--- config.mk ---
export PLATFORM = sky130hd
export DESIGN_NAME = uart_rx_fsm
export DESIGN_NICKNAME = d
export VERILOG_FILES = /design/src/rtl/uart_rx_pkg.sv /design/src/rtl/edge_bit_counter.sv /design/src/rtl/uart_rx_fsm.sv
export SDC_FILE = /design/constraint.sdc
export NUM_CORES = 1
export LEC_CHECK = 0
export CAP_MARGIN = 5
export CORE_MARGIN = 1.5
export CORE_UTILIZATION = 48
export CTS_CLUSTER_DIAMETER = 150
export DETAILED_ROUTE_END_ITERATION = 10
export GPL_TIMING_DRIVEN = 0
export HOLD_SLACK_MARGIN = 0.08
export PLACE_DENSITY_LB_ADDON = 0.25
export SETUP_SLACK_MARGIN = 0.1
export SKIP_LAST_GASP = 1
export SLEW_MARGIN = 0
export SYNTH_ARGS = -nofsm -noshare
export SYNTH_HDL_FRONTEND = slang
export SYNTH_SLANG_ARGS = --single-unit
--- constraint.sdc ---
create_clock -name clk_RX -period 2.6 [get_ports clk_RX]
set_input_delay 0.65 -clock clk_RX [delete_from_list [all_inputs] [get_ports clk_RX]]
set_output_delay 0.65 -clock clk_RX [all_outputs]
set_load 0.02 [all_outputs]
--- src/rtl/uart_rx_pkg.sv ---
// Shared types and constants for the oversampling UART receive controller.
package uart_rx_pkg;

  typedef enum logic [2:0] {
    IDLE   = 3'd0,
    START  = 3'd1,
    DATA   = 3'd2,
    PARITY = 3'd3,
    STOP   = 3'd4
  } rx_state_t;

  localparam int DATA_BITS = 8;
  localparam int BIT_CNT_W = $clog2(DATA_BITS);
  localparam logic [BIT_CNT_W-1:0] LAST_BIT = BIT_CNT_W'(DATA_BITS - 1);

  // Majority sampling finishes two edges past the bit centre.
  localparam logic [5:0] CHK_OFFSET = 6'd2;

  localparam logic [5:0] PRESCALE_8  = 6'd8;
  localparam logic [5:0] PRESCALE_16 = 6'd16;
  localparam logic [5:0] PRESCALE_32 = 6'd32;

  function automatic logic [5:0] chk_edge(input logic [5:0] presc);
    return (presc >> 1) + CHK_OFFSET;
  endfunction

endpackage

--- src/rtl/edge_bit_counter.sv ---
// Oversample edge counter (wraps every bit) and data-bit index counter.
module edge_bit_counter
  import uart_rx_pkg::*;
(
  input  logic                 clk_RX,
  input  logic                 rst,
  input  logic                 cnt_en,
  input  logic                 cnt_clr,
  input  logic                 bit_inc,
  input  logic                 bit_clr,
  input  logic [5:0]           prescale,
  output logic [5:0]           edge_cnt,
  output logic [BIT_CNT_W-1:0] bit_cnt,
  output logic                 bit_end
);

  assign bit_end = (edge_cnt == prescale - 6'd1);

  always_ff @(posedge clk_RX or posedge rst) begin
    if (rst)          edge_cnt <= '0;
    else if (cnt_clr) edge_cnt <= '0;
    else if (cnt_en)  edge_cnt <= bit_end ? 6'd0 : edge_cnt + 6'd1;
  end

  always_ff @(posedge clk_RX or posedge rst) begin
    if (rst)          bit_cnt <= '0;
    else if (bit_clr) bit_cnt <= '0;
    else if (bit_inc) bit_cnt <= bit_cnt + 1'b1;
  end

endmodule

--- src/rtl/uart_rx_fsm.sv ---
// UART receive control FSM: sequences start/data/parity/stop bits and
// strobes the external sampler, deserializer and checkers.
module uart_rx_fsm
  import uart_rx_pkg::*;
(
  input  logic       clk_RX,
  input  logic       rst,
  input  logic       RX_IN,
  input  logic       PAR_EN,
  input  logic [5:0] Prescale,
  input  logic       Strt_glitch,
  input  logic       Par_err,
  input  logic       Stop_Error,
  output logic       dat_samp_en,
  output logic [5:0] edge_cnt,
  output logic       strt_chk_en,
  output logic       par_chk_en,
  output logic       stp_chk_en,
  output logic       deser_en,
  output logic       data_valid,
  output logic       frame_err
);

  rx_state_t state, state_nx;

  logic [5:0]           presc_q;
  logic                 par_en_q;
  logic                 par_flag;
  logic [BIT_CNT_W-1:0] bit_cnt;
  logic                 bit_end;
  logic                 cnt_en, cnt_clr, bit_inc, bit_clr;
  logic [5:0]           chk;
  logic                 at_chk, at_res;

  assign chk    = chk_edge(presc_q);
  assign at_chk = (edge_cnt == chk);
  assign at_res = (edge_cnt == chk + 6'd1);

  edge_bit_counter u_cnt (
    .clk_RX   (clk_RX),
    .rst      (rst),
    .cnt_en   (cnt_en),
    .cnt_clr  (cnt_clr),
    .bit_inc  (bit_inc),
    .bit_clr  (bit_clr),
    .prescale (presc_q),
    .edge_cnt (edge_cnt),
    .bit_cnt  (bit_cnt),
    .bit_end  (bit_end)
  );

  always_ff @(posedge clk_RX or posedge rst) begin
    if (rst) begin
      state    <= IDLE;
      presc_q  <= PRESCALE_8;
      par_en_q <= 1'b0;
      par_flag <= 1'b0;
    end else begin
      state <= state_nx;
      if (state == IDLE && state_nx == START) begin
        presc_q  <= Prescale;
        par_flag <= 1'b0;
      end
      if (state == START && state_nx == DATA)
        par_en_q <= PAR_EN;
      if (state == PARITY && at_res && Par_err)
        par_flag <= 1'b1;
    end
  end

  always_comb begin
    state_nx    = state;
    cnt_en      = (state != IDLE);
    cnt_clr     = 1'b0;
    bit_inc     = 1'b0;
    bit_clr     = 1'b0;
    dat_samp_en = (state != IDLE);
    strt_chk_en = 1'b0;
    par_chk_en  = 1'b0;
    stp_chk_en  = 1'b0;
    deser_en    = 1'b0;
    data_valid  = 1'b0;
    frame_err   = 1'b0;
    case (state)
      IDLE: begin
        cnt_clr = 1'b1;
        bit_clr = 1'b1;
        if (!RX_IN) state_nx = START;
      end
      START: begin
        strt_chk_en = at_chk;
        // Glitch verdict wins over the bit end (they coincide at Prescale=8).
        if (at_res && Strt_glitch) begin
          state_nx = IDLE;
          cnt_clr  = 1'b1;
          bit_clr  = 1'b1;
        end else if (bit_end) begin
          state_nx = DATA;
          bit_clr  = 1'b1;
        end
      end
      DATA: begin
        deser_en = at_chk;
        if (bit_end) begin
          bit_inc = 1'b1;
          if (bit_cnt == LAST_BIT) state_nx = par_en_q ? PARITY : STOP;
        end
      end
      PARITY: begin
        par_chk_en = at_chk;
        if (bit_end) state_nx = STOP;
      end
      STOP: begin
        stp_chk_en = at_chk;
        // Leave before the stop bit ends so a following start bit is not missed.
        if (at_res) begin
          data_valid = !par_flag && !Stop_Error;
          frame_err  = par_flag || Stop_Error;
          state_nx   = IDLE;
          cnt_clr    = 1'b1;
        end
      end
      default: begin
        state_nx = IDLE;
        cnt_clr  = 1'b1;
        bit_clr  = 1'b1;
      end
    endcase
  end

endmodule

==> results.json <==
{
  "status": "complete, but fails checks",
  "violations": "setup timing",
  "pre_cts_ws_ns": -1.136,
  "p_leak_uw": 0.0009280,
  "gr-usage-all-layers_pct": 23.76,
  "finalSetupViolCount": 10,
  "h-tree-depth": 1,
  "period_minus_slack_ns": 3.211,
  "dieArea_um2": 3725,
  "antenna_left": 0,
  "crit_start": "presc_q[3]",
  "synth_seq_cells": 20,
  "vias": 1566,
  "finalCritPeriodShare_pct": 123.5,
  "core-area_um2": 3128,
  "placed_cells": 252,
  "fmax_mhz": 311.5,
  "grt_pass1_wl_um": 6568,
  "cts_made_buffers": 3,
  "critPathArrivalTime_ns": 2.56,
  "yosys_warnings": 0,
  "rsz0062_at_grt": "yes",
  "drt-pass1-iter-count": 4,
  "crit_type": "reg2out",
  "antenna_found_initial": 0,
  "drc_errors": 0,
  "cts.sinks": 20,
  "synth_area_um2": 1617,
  "yosys-top-cells-count": "24 x nand2_1, 19 x dfrtp_1, 19 x nor2_1",
  "synthArstFlopShare_pct": 100.0,
  "finalInstanceArea_um2": 2262,
  "end_kind": "output port",
  "clock_skew_ns": 0.007531,
  "rrSetupSlack_ns": -0.13,
  "place_area_um2": 1958,
  "critical_path_peak_fanout": 7,
  "fin_ws_ns": -0.6106,
  "report.final.hold_viol_count": 0,
  "grt_pass1_vias": 1539,
  "synth_nets": 206,
  "final_cells": 277,
  "clockBufferDepth": 2,
  "vias_per_cell": 5.653,
  "maxCapViolCount": 0,
  "grt_max_degree": 21,
  "num-nets-final": 257,
  "synthTopCellsByArea": "dfrtp_1 29%, xnor2_1 9.2%, ha_1 7.7%",
  "yosysTopAreaCell": "dfrtp_1",
  "synth_ff_type": "dfrtp_1",
  "io_pins": 26,
  "worstMarginPinSlew_ns": 0.7553,
  "netlist_instances": 183,
  "hold_start": "par_en_q",
  "cts_tree": "done",
  "die_w_um": 61.03,
  "worstSkewPairLatency_ns": 0.30,
  "drive_gt1_share_pct": 32.62,
  "hold_path_class": "reg2reg",
  "cp.required_ns": 1.95,
  "hold_slack_ns": 0.5698,
  "final_util_pct": 72.32,
  "synth_top_area_share_pct": 29.41,
  "cts_root_buf": "clkbuf_4",
  "peakVddDrop_mv": 0.6457,
  "syn_to_final_growth_pct": 39.94,
  "n_fill_cell": 242,
  "antennaDiodeCount": 0,
  "drt_wl_total_um": 4419,
  "drtIter0Drc": 78,
  "r2r_start": "presc_q[2]",
  "hpwl_um": 2927,
  "yosysMostFrequentCell": "nand2_1",
  "start_kind": "register",
  "report.final.slew_viol_count": 0,
  "wire_per_inst_um": 15.95,
  "slew_headroom_pct": 49.59,
  "grt-ovfl-total": 0,
  "p_per_area_nw_per_um2": 1371,
  "io_buffer_count": 25,
  "rows": 20,
  "avgSynthCellArea_um2": 8.834,
  "initial_core_util_pct": 51.68,
  "cts.clk_slew.worst_paths_ns": 0.12,
  "gp_congestion": 0.8861,
  "synth-edff-count": 0,
  "fp.dieH_um": 61.03,
  "synth.yosys.seq_area_share_pct": 31.04,
  "yosysUniqueCellTypes": 46
}
report_power, final:
group | internal [µW] | switching (µW) | total (µW) | leakage [µW]
Sequential | 449 | 170 | 620 | 0.000248
Combinational | 1100 | 1200 | 2300 | 0.000659
Clock | 85.4 | 97.3 | 183 | 0.0000210
Total | 1640 | 1470 | 3100 | 0.000928
layout make-up:
cell class              count  area (µm²)  area share (%)
multi-input cells         146        1162           51.38
flip-flops and latches     20       503.0           22.23
repair buffers             46       416.7           18.42
well taps                  44       55.05           2.434
plain buffers               8       48.80           2.157
inverters                   9       40.04           1.770
clock buffers               4       36.28           1.604
through the flow:
| stage | power (µW) | setup TNS (ns) |
|---|---|---|
| floorplan | 1978 | -0.6273 |
| detailed placement | 2404 | -4.826 |
| global route | 3288 | -4.140 |
| global placement | 2343 | -4.224 |
| CTS | 2901 | -2.303 |
| finish | 3101 | -2.848 |
state kept, by name, indices dropped and copies added (netlist names):
| name | flops |
|---|---|
| presc_q | 6 |
| u_cnt.edge_cnt | 6 |
| state | 3 |
| u_cnt.bit_cnt | 3 |
| par_en_q | 1 |
| par_flag | 1 |
cells in the final DEF, fill, tap and decap left out, types with 3 or more instances in the layout:
master	count
nand2_1	23
clkbuf_1	3
clkdlybuf4s50_1	19
o211ai_1	3
nand3_1	6
clkbuf_4	3
ha_1	7
a211oi_2	3
buf_4	19
a21oi_1	3
nor3_1	3
nor4b_4	3
buf_6	8
inv_1	7
xor2_1	5
nor2_1	16
buf_2	4
nand4_1	3
o21ai_0	5
dfrtp_1	18
xnor2_1	16
what timing repair did:
item / CTS / global route
cloned: 0 / 0
gates resized for setup: 50 / 8
pin swaps: 6 / 4
endpoints found under the setup margin: 18 / 20
setup buffers: 15 / 6
hold buffers: 0 / 0
worst max-delay path: stages (launching register included):
cell,delay (ns)
dfstp_2,0.60
ha_2,0.26
xnor2_1,0.15
or3b_1,0.37
a21oi_1,0.16
nor4b_4,0.31
nand2_2,0.13
nor3_4,0.14
buf_6,0.14
worst paths after layout:
check                              to  cells past startpoint
min reg2reg                  par_en_q                      1
min                          par_en_q                      1
max reg2reg                  par_en_q                     10
max in group asynchronous  presc_q[2]                      2
max                        data_valid                      8
min in group asynchronous    state[1]                      2
logic make-up (layout without fill, tap and decap cells):
kind of cell | Yosys count | in the layout | synth area share, %
AO/OA/AOI/OAI | 32 | 32 | 14.01
adder cells (fa/ha/maj) | 10 | 10 | 7.740
flip-flops | 20 | 20 | 31.04
AND/OR/NAND/NOR | 79 | 79 | 27.86
multiplexers | 3 | 3 | 2.322
buffers and inverters | 17 | 67 | 5.108
XOR/XNOR | 22 | 22 | 11.92
routing by layer:
| metal | track usage (%) | share of wire (%) |
|---|---|---|
| met1 | 26.10 | 41 |
| met4 | 8.696 | 1.1 |
| met2 | 45.74 | 55 |
| met5 | 0 | 0 |
| met3 | 3.361 | 3.2 |
Note: power is estimated with default switching activity, not from simulation.
